--- config.mk ---
export PLATFORM = sky130hd
export DESIGN_NAME = alu_mc
export DESIGN_NICKNAME = d
export VERILOG_FILES = /design/src/rtl/alu_pkg.sv /design/src/rtl/alu_mul_iter.sv /design/src/rtl/alu_mc.sv
export SDC_FILE = /design/constraint.sdc
export NUM_CORES = 1
export LEC_CHECK = 0
export ABC_AREA = 1
export CAP_MARGIN = 20
export CORE_MARGIN = 2
export CORE_UTILIZATION = 44
export CTS_CLUSTER_DIAMETER = 150
export DETAILED_ROUTE_END_ITERATION = 10
export SLEW_MARGIN = 20
export SYNTH_ARGS = -nofsm -noshare
export SYNTH_HDL_FRONTEND = slang
export SYNTH_SLANG_ARGS = --single-unit
--- constraint.sdc ---
create_clock -name clk -period 4.3 [get_ports clk]
set_clock_uncertainty 0.05 [all_clocks]
set_input_delay 0.43 -clock clk [delete_from_list [all_inputs] [get_ports clk]]
set_output_delay 0.43 -clock clk [all_outputs]
set_load 0.03 [all_outputs]
--- src/rtl/alu_pkg.sv ---
// Shared opcode and FSM-state definitions for the multi-cycle ALU and its bench.
package alu_pkg;

    typedef enum logic [3:0] {
        OP_ADDU = 4'd0,
        OP_SUBU = 4'd1,
        OP_ADDS = 4'd2,
        OP_SUBS = 4'd3,
        OP_AND  = 4'd4,
        OP_OR   = 4'd5,
        OP_XOR  = 4'd6,
        OP_SLL  = 4'd7,
        OP_SRL  = 4'd8,
        OP_SRA  = 4'd9,
        OP_MULU = 4'd10,
        OP_CMP  = 4'd11
    } alu_op_e;

    typedef enum logic [1:0] {
        ST_IDLE = 2'd0,
        ST_EXEC = 2'd1,
        ST_MUL  = 2'd2,
        ST_DONE = 2'd3
    } alu_state_e;

    localparam int OP_W = 4;

    // Codes 12..15 are reserved and flagged as illegal.
    function automatic logic op_is_legal(input logic [OP_W-1:0] code);
        return code <= 4'd11;
    endfunction

endpackage

--- src/rtl/alu_mul_iter.sv ---
// Unsigned shift-add multiplier: one partial-product step per cycle, WIDTH steps total.
module alu_mul_iter #(
    parameter int WIDTH = 8
) (
    input  logic                 clk,
    input  logic                 areset,
    input  logic                 start,
    input  logic [WIDTH-1:0]     a,
    input  logic [WIDTH-1:0]     b,
    output logic                 done,
    output logic [2*WIDTH-1:0]   product
);

    localparam int CW = $clog2(WIDTH + 1);

    logic [WIDTH-1:0]   mcand;
    logic [2*WIDTH-1:0] prod;
    logic [CW-1:0]      cnt;
    logic               busy;

    // Upper half accumulates, lower half holds the not-yet-consumed multiplier bits.
    function automatic logic [2*WIDTH-1:0] step(input logic [2*WIDTH-1:0] p,
                                                input logic [WIDTH-1:0]   mc);
        logic [WIDTH:0] sum;
        sum = {1'b0, p[2*WIDTH-1:WIDTH]} + (p[0] ? {1'b0, mc} : '0);
        return {sum, p[WIDTH-1:1]};
    endfunction

    // The first step is taken on the start edge so the last lands WIDTH-1 edges later.
    always_ff @(posedge clk or posedge areset) begin
        if (areset) begin
            mcand <= '0;
            prod  <= '0;
            cnt   <= '0;
            busy  <= 1'b0;
        end else if (start) begin
            mcand <= a;
            prod  <= step({{WIDTH{1'b0}}, b}, a);
            cnt   <= CW'(1);
            busy  <= 1'b1;
        end else if (busy) begin
            if (cnt == CW'(WIDTH)) begin
                busy <= 1'b0;
                cnt  <= '0;
            end else begin
                prod <= step(prod, mcand);
                cnt  <= cnt + 1'b1;
            end
        end
    end

    assign done    = busy && (cnt == CW'(WIDTH));
    assign product = prod;

endmodule

--- src/rtl/alu_mc.sv ---
// Multi-cycle ALU: single-cycle ops via EXEC, MULU via the iterative multiplier,
// results and flags held in registers until the consumer takes them.
module alu_mc
    import alu_pkg::*;
#(
    parameter int WIDTH = 8
) (
    input  logic             clk,
    input  logic             areset,
    input  logic             in_valid,
    output logic             in_ready,
    input  logic [3:0]       op,
    input  logic [WIDTH-1:0] a,
    input  logic [WIDTH-1:0] b,
    output logic             out_valid,
    input  logic             out_ready,
    output logic [WIDTH-1:0] result,
    output logic [WIDTH-1:0] result_hi,
    output logic             cf,
    output logic             ovf,
    output logic             z,
    output logic             neg,
    output logic             illegal,
    output alu_state_e       dbg_state
);

    // Handshakes: a transfer happens on a rising edge where valid && ready are both 1;
    // valid never depends on ready, and the producer holds its data until the transfer.

    localparam int SHW = $clog2(WIDTH);
    localparam int M   = WIDTH - 1;

    alu_state_e state, state_next;

    logic             accept, mul_start, load_exec, load_mul, mul_done;
    logic [WIDTH-1:0] a_r, b_r;
    logic [3:0]       op_r;
    logic [2*WIDTH-1:0] mul_product;

    always_ff @(posedge clk or posedge areset) begin
        if (areset) state <= ST_IDLE;
        else        state <= state_next;
    end

    always_comb begin
        state_next = state;
        in_ready   = 1'b0;
        out_valid  = 1'b0;
        accept     = 1'b0;
        mul_start  = 1'b0;
        load_exec  = 1'b0;
        load_mul   = 1'b0;
        case (state)
            ST_IDLE: begin
                in_ready = 1'b1;
                if (in_valid) begin
                    accept = 1'b1;
                    if (op == OP_MULU) begin
                        mul_start  = 1'b1;
                        state_next = ST_MUL;
                    end else begin
                        state_next = ST_EXEC;
                    end
                end
            end
            ST_EXEC: begin
                load_exec  = 1'b1;
                state_next = ST_DONE;
            end
            ST_MUL: begin
                if (mul_done) begin
                    load_mul   = 1'b1;
                    state_next = ST_DONE;
                end
            end
            ST_DONE: begin
                out_valid = 1'b1;
                if (out_ready) state_next = ST_IDLE;
            end
            default: state_next = ST_IDLE;
        endcase
    end

    assign dbg_state = state;

    always_ff @(posedge clk or posedge areset) begin
        if (areset) begin
            a_r  <= '0;
            b_r  <= '0;
            op_r <= '0;
        end else if (accept) begin
            a_r  <= a;
            b_r  <= b;
            op_r <= op;
        end
    end

    alu_mul_iter #(.WIDTH(WIDTH)) u_mul (
        .clk     (clk),
        .areset  (areset),
        .start   (mul_start),
        .a       (a),
        .b       (b),
        .done    (mul_done),
        .product (mul_product)
    );

    logic [WIDTH:0]   add_w, sub_w, sll_w, srl_w, sra_w;
    logic [SHW-1:0]   shamt;
    logic             add_ovf, sub_ovf;
    logic [WIDTH-1:0] x_res;
    logic             x_cf, x_ovf, x_z, x_neg, x_ill;

    // Shifts run one bit wider so the last bit shifted out lands in the extra bit.
    always_comb begin
        shamt   = b_r[SHW-1:0];
        add_w   = {1'b0, a_r} + {1'b0, b_r};
        sub_w   = {1'b0, a_r} - {1'b0, b_r};
        sll_w   = {1'b0, a_r} << shamt;
        srl_w   = {a_r, 1'b0} >> shamt;
        sra_w   = $signed({a_r, 1'b0}) >>> shamt;
        add_ovf = (a_r[M] == b_r[M]) && (add_w[M] != a_r[M]);
        sub_ovf = (a_r[M] != b_r[M]) && (sub_w[M] != a_r[M]);

        x_res = '0;
        x_cf  = 1'b0;
        x_ovf = 1'b0;
        x_ill = !op_is_legal(op_r);
        case (op_r)
            OP_ADDU: begin x_res = add_w[M:0]; x_cf = add_w[WIDTH]; end
            OP_SUBU: begin x_res = sub_w[M:0]; x_cf = ~sub_w[WIDTH]; end
            OP_ADDS: begin x_res = add_w[M:0]; x_ovf = add_ovf; end
            OP_SUBS: begin x_res = sub_w[M:0]; x_ovf = sub_ovf; end
            OP_AND:  x_res = a_r & b_r;
            OP_OR:   x_res = a_r | b_r;
            OP_XOR:  x_res = a_r ^ b_r;
            OP_SLL:  begin x_res = sll_w[M:0];     x_cf = sll_w[WIDTH]; end
            OP_SRL:  begin x_res = srl_w[WIDTH:1]; x_cf = srl_w[0]; end
            OP_SRA:  begin x_res = sra_w[WIDTH:1]; x_cf = sra_w[0]; end
            OP_CMP:  begin x_cf = ~sub_w[WIDTH]; x_ovf = sub_ovf; end
            default: ;
        endcase

        x_z   = (x_res == '0);
        x_neg = x_res[M];
        if (op_r == OP_CMP) begin
            x_z   = (a_r == b_r);
            x_neg = sub_w[M];
        end
    end

    always_ff @(posedge clk or posedge areset) begin
        if (areset) begin
            result    <= '0;
            result_hi <= '0;
            cf        <= 1'b0;
            ovf       <= 1'b0;
            z         <= 1'b0;
            neg       <= 1'b0;
            illegal   <= 1'b0;
        end else if (load_exec) begin
            result    <= x_res;
            result_hi <= '0;
            cf        <= x_cf;
            ovf       <= x_ovf;
            z         <= x_z;
            neg       <= x_neg;
            illegal   <= x_ill;
        end else if (load_mul) begin
            result    <= mul_product[WIDTH-1:0];
            result_hi <= mul_product[2*WIDTH-1:WIDTH];
            cf        <= |mul_product[2*WIDTH-1:WIDTH];
            ovf       <= 1'b0;
            z         <= ~|mul_product[WIDTH-1:0];
            neg       <= mul_product[M];
            illegal   <= 1'b0;
        end
    end

endmodule

; ---- After elaboration in Yosys (flattened, before gate mapping)
; Index checks and enable logic that the tools add are counted.
[op_classes]
addsub = 4
n_reduce_logical = 18
n_bitwise = 4
eq_ne = 24
mux = 44
order_cmp = 1
shift = 3
[ops]
columns = op, count
row1 = 8-bit one-hot mux with 8 select lines, 1
row2 = 16-bit two-way mux, 3
row3 = 8-bit two-way mux, 6
row4 = 1-bit two-way mux, 24
row5 = 4-bit == test (second input constant), 5
row6 = 4-bit by 3-bit == test with 1-bit output (second input constant), 4
row7 = 8-bit OR reduction, 2
row8 = 4-bit two-way mux, 3
row9 = 8-bit by 8-bit adder with 9-bit output, 1
row10 = 8-bit by 9-bit adder with 9-bit output, 1
row11 = 8-bit by 3-bit << shifter with 9-bit output, 1
row12 = 9-bit by 3-bit right shift with 9-bit output, 1
row13 = 9-bit by 3-bit >>> shifter with 9-bit output, 1
row14 = 8-bit by 8-bit subtractor with 9-bit output, 1
row15 = 8-bit bitwise AND, 1
row16 = 4-bit by 2-bit == test with 1-bit output (second input constant), 2
row17 = 8-bit == test, 1
row18 = 8-bit logical NOT, 1
row19 = 2-bit two-way mux, 4
row20 = 2-bit inequality test (second input constant), 4
row21 = 8-bit OR, 1
row22 = 2-bit one-hot mux with 4 select lines, 1
row23 = 2-bit OR reduction, 4
row24 = 8-bit bitwise XOR, 1
row25 = 17 further kinds, 24
[totals]
word_cells = 113
out_inout_bits = 25
input_bits = 24
ff_bits = 72

; ---- Depth between registers and ports, before layout
[logic_depth]
word_depth = 6
ltp_mapped = 19

; ---- By module
; Synthesis repeated with hierarchy kept, for this count alone.
[unflattened]
cells_unflattened = 839
area_unflattened_um2 = 5602.9
[by_module_without_submodules]
columns = module, area_each_um2, cells_each, n_inst, seq_area_each_um2
row1 = alu_mc, 3875.0, 608, 1, 1076.0
row2 = alu_mul_iter, 1727.9, 231, 1, 725.7

; ---- Least setup slack after synthesis
; No wires, ideal clock.
[synth_timing]
path_kind = reg-to-reg
start = register b_r[1]
end = register z
stages_incl_launch_ff = 16
arrival_time_ns = 2.214
n_path_buf = 1
setup_slack_ns = 1.970
cell_sequence = dfrtp_1 -> clkinv_1 -> buf_2 -> fa_1 -> or2_2 -> nand3_1 -> nand2_1 -> nor2_1 -> nand2_1 -> a21oi_2 -> nand2_1 -> nor2_1 -> nand3_1 -> nand2_1 -> nand2_1 -> nand2_1
[synth_via]
elab_chain_len = 5
elab_cells_between_ends = 13
cone_classes = add/sub (2) / eq/ne (1) / shift (3) / mux (3) / bitwise (3) / reduce/logical (1)
[synth_rtl]
columns = item, line
row1 = start: declaration, alu_mc.sv:36  ; logic [WIDTH-1:0] a_r, b_r;
row2 = start signal: assignment, alu_mc.sv:89  ; b_r <= '0;
row3 = start signal: assignment, alu_mc.sv:93  ; b_r <= b;
row4 = "8-bit by 8-bit subtractor with 9-bit output, or another cell as far along", alu_mc.sv:118  ; sub_w = {1'b0, a_r} - {1'b0, b_r};
row5 = 8-bit one-hot mux with 8 select lines, alu_mc.sv:129  ; case (op_r)
row6 = 8-bit logical NOT, alu_mc.sv:144  ; x_z = (x_res == '0);
row7 = 1-bit two-way mux (*), alu_mc.sv:146  ; if (op_r == OP_CMP) begin
row8 = 1-bit two-way mux (*), alu_mc.sv:161  ; end else if (load_exec) begin
row9 = end signal: assignment, alu_mc.sv:166  ; z <= x_z;
row10 = end signal: assignment, alu_mc.sv:174  ; z <= ~|mul_product[WIDTH-1:0];
row11 = end: declaration, alu_mc.sv:21  ; output logic z,
; Every way passes the cells marked *; elsewhere a longest branch is shown, timed or not.
; A chain may end at the register's enable or synchronous reset.

; ---- Worst setup path after layout
[layout_timing]
start = register b_r[2]
end = register z
; The elaborated chain is that of the path after synthesis.

==> flow_metrics.tcl <==
set metrics [dict create \
    status "finished clean" \
    hold_depth 2 \
    hold_violations 0 \
    grt_pass1_vias 4990 \
    via_count 5526 \
    synth_cells 811 \
    rows 40 \
    synth-edff-count 0 \
    worst_path_most_repeated_cell "nand2_1" \
    ys_types 39 \
    multiInputGateArea_mm2 0.00315 \
    yosysSeqAreaShare_pct 32.8 \
    avgRoutedWirePerCell_um 17.2 \
    worstSetupPathType "flop to flop" \
    irDropWorstVdd_mv 0.374 \
    grt_util_all_layers_pct 27.3 \
    grt_pass1_wl_um 27300 \
    antenna_found_initial 0 \
    ant_nets 0 \
    gp_congestion 0.952 \
    die_x_um 116 \
    cts_tree "built" \
    regToRegSetupSlack_ns 1.42 \
    fmax_mhz 347 \
    synth_top_area_share_pct 32.8 \
    clkLatencyLatePin_ns 0.35 \
    holdPathEnd "result_hi[5]" \
    ios 49 \
    period_share_pct 67.1 \
    overflow 0 \
    num-fill-cells 1232 \
    slowest_delay_ns 0.64 \
    slowest_stage "dfrtp_1" \
    cts_setup_buffers 0 \
    nets 919 \
    antennaDiodeCount 0 \
    synth_common_cells "nand2_1, inv_1, nand3_1, dfrtp_1, nor2_1" \
    viasPerCell 5.39 \
    power_density_mw_per_mm2 823 \
    initial_utilization_pct 45.4 \
    dieHeight_um 116 \
    cts_root_buf "clkbuf_16" \
    yosys_warnings 0 \
    dp_hpwl_um 14000 \
    min_path_type "flop to flop" \
    cts_hold_buf 0 \
    synth.area.top_cells "dfrtp_1, nand2_1, ha_1" \
    wl_um 17600 \
    grt_max_degree 32 \
    r2r-start "b_r[2]" \
    critical_path_required_ns 4.53 \
    start_kind "flop" \
    final-setup-viol-count 0 \
    syn2layout_area_growth_pct 16.4 \
    drc_errors 0 \
    synth_seq_cells 72 \
    reg2reg_depth 15 \
    cap_violations 0 \
    clock-sinks 72 \
    h-tree-depth 3 \
    numPortBuffers 48 \
    hp-start "result_hi[5]" \
    postSynthAreaPerCell_um2 6.78 \
    yosysTopAreaCell "dfrtp_1" \
    syn-cell-area_mm2 0.00550 \
    worstPathArrival_ns 3.12 \
    clk_pin_slew_ns 0.07 \
    crit_path_max_fanout 15 \
    whs_ns 0.419 \
    cts_buffers 9 \
    synth.most_common_cell "nand2_1" \
    seq_area_mm2 0.00180 \
    cts.repair.resized 0 \
    synth-async-reset-ratio_pct 100 \
    cts_buffer_depth 2 \
    tightestPinTransition_ns 0.776 \
    crit_path_end_kind "flop" \
    rsz0062_at_grt "false" \
    path_cells "inv_1 > ha_1 > inv_2 > or2_2 > nand3_1 > nand2_1 > nor2_1 > nand2_1 > a21oi_2 > nand2_1 > nor2_1 > nand3_1 > nand2_1 > nand2_1 > nand2_1" \
    period_minus_slack_ns 2.88 \
    drive_gt1_share_pct 6.07 \
    synth_flop_cell "dfrtp_1" \
    die_area_mm2 0.0134 \
    core_area_mm2 0.0121 \
    drt-pass1-iter-count 6 \
    drtIter0Drc 614 \
    p_leak_nw 3.33 \
    postSynthNetCount 878 \
    setup-tns-final_ns 0 \
    slew_headroom_pct 48.2 \
    drv_slew 0 \
    reg2reg_to "z" \
]
[cell families (layout without fill, tap and decap cells)]
logic type | Yosys count | in the layout | share of synthesized area [%]
DFF | 72 | 72 | 32.8
muxes | 1 | 1 | 0.182
adders and majority gates | 43 | 43 | 10.2
buffers and inverters | 138 | 184 | 9.85
xor gates and xnor gates | 2 | 2 | 0.319
AOI/OAI and AO/OA | 106 | 106 | 11.4
and+or+nand+nor | 449 | 449 | 35.3
[final cells by class]
type,count,share of cell area (%)
tap,168,3.28
multi-input combinational,601,49.3
inverter,116,6.80
sequential,72,28.2
timing repair buffer,52,7.98
clock buffer,9,3.52
clock inverter,7,0.978
[registers in the layout, indices dropped and copies added, names as in the netlist, 2 cells and up]
signal	cells
u_mul.product	16
u_mul.cnt	4
b_r	8
op_r	4
dbg_state	2
a_r	8
result_hi	8
result	8
u_mul.mcand	8
[routing by layer]
metal | vias to the layer above | part of all wire, % | global-route usage, %
met5 | - | 0 | 0
met4 | 0 | 1.8 | 7.30
met3 | 29 | 7.4 | 6.12
met2 | 206 | 42 | 39.5
met1 | 2584 | 48 | 41.0
li1 | 2707 | - | -
[worst max path at each step]
stage                      start           endpoint  slack, ns  cells past startpoint
final                     b_r[2]                  z       1.42                     15
after global routing      b_r[2]                  z       1.17                     15
after CTS                 b_r[2]                  z       1.45                     15
after detailed placement   op[0]  u_mul.product[12]       1.21                      7
after global placement     op[1]  u_mul.product[12]       1.24                      8
after floorplan           b_r[1]                  z       1.97                     15
[power by group]
| part | switching (mW) | leakage (nW) | internal (mW) |
|---|---|---|---|
| logic | 2.14 | 2.28 | 1.06 |
| clock network | 0.328 | 0.139 | 0.404 |
| registers | 0.374 | 0.912 | 0.958 |
[critical path: cells and delay by family, from the launching register on]
kind / cells / cell delay (ns)
AND/OR/NAND/NOR: 11 / 0.97
adder cells (fa/ha/maj): 1 / 0.54
buffers and inverters: 2 / 0.46
flip-flops: 1 / 0.64
AO/OA/AOI/OAI: 1 / 0.15
[placed cells by master, fill, tap and decap left out, drive strengths merged, types with 2 or more instances in the layout]
cell type	n
o31ai	2
dfrtp	72
nor4	2
o21ai	50
a31oi	8
buf	4
nand4	11
clkdlybuf4s50	48
or2	3
clkbuf	9
o211ai	9
nor3	4
nor2	79
fa	3
a21oi	21
inv	119
nand3	94
o221ai	11
ha	40
clkinv	3
nand2	254
xor2	2
[stage by stage]
stage               cells  cell area, um^2  util (%)  total power, mW  setup slack (ns)
floorplan             811             5500         -             3.51              1.97
global placement     1009             6110      50.5             4.46              1.24
detailed placement   1009             6110      50.5             4.47              1.21
CTS                  1025             6400      52.8             5.22              1.45
global route         1025             6400      52.8             5.73              1.17
finish               1025             6400      52.8             5.27              1.42
Note: power is estimated with default switching activity, not from simulation.
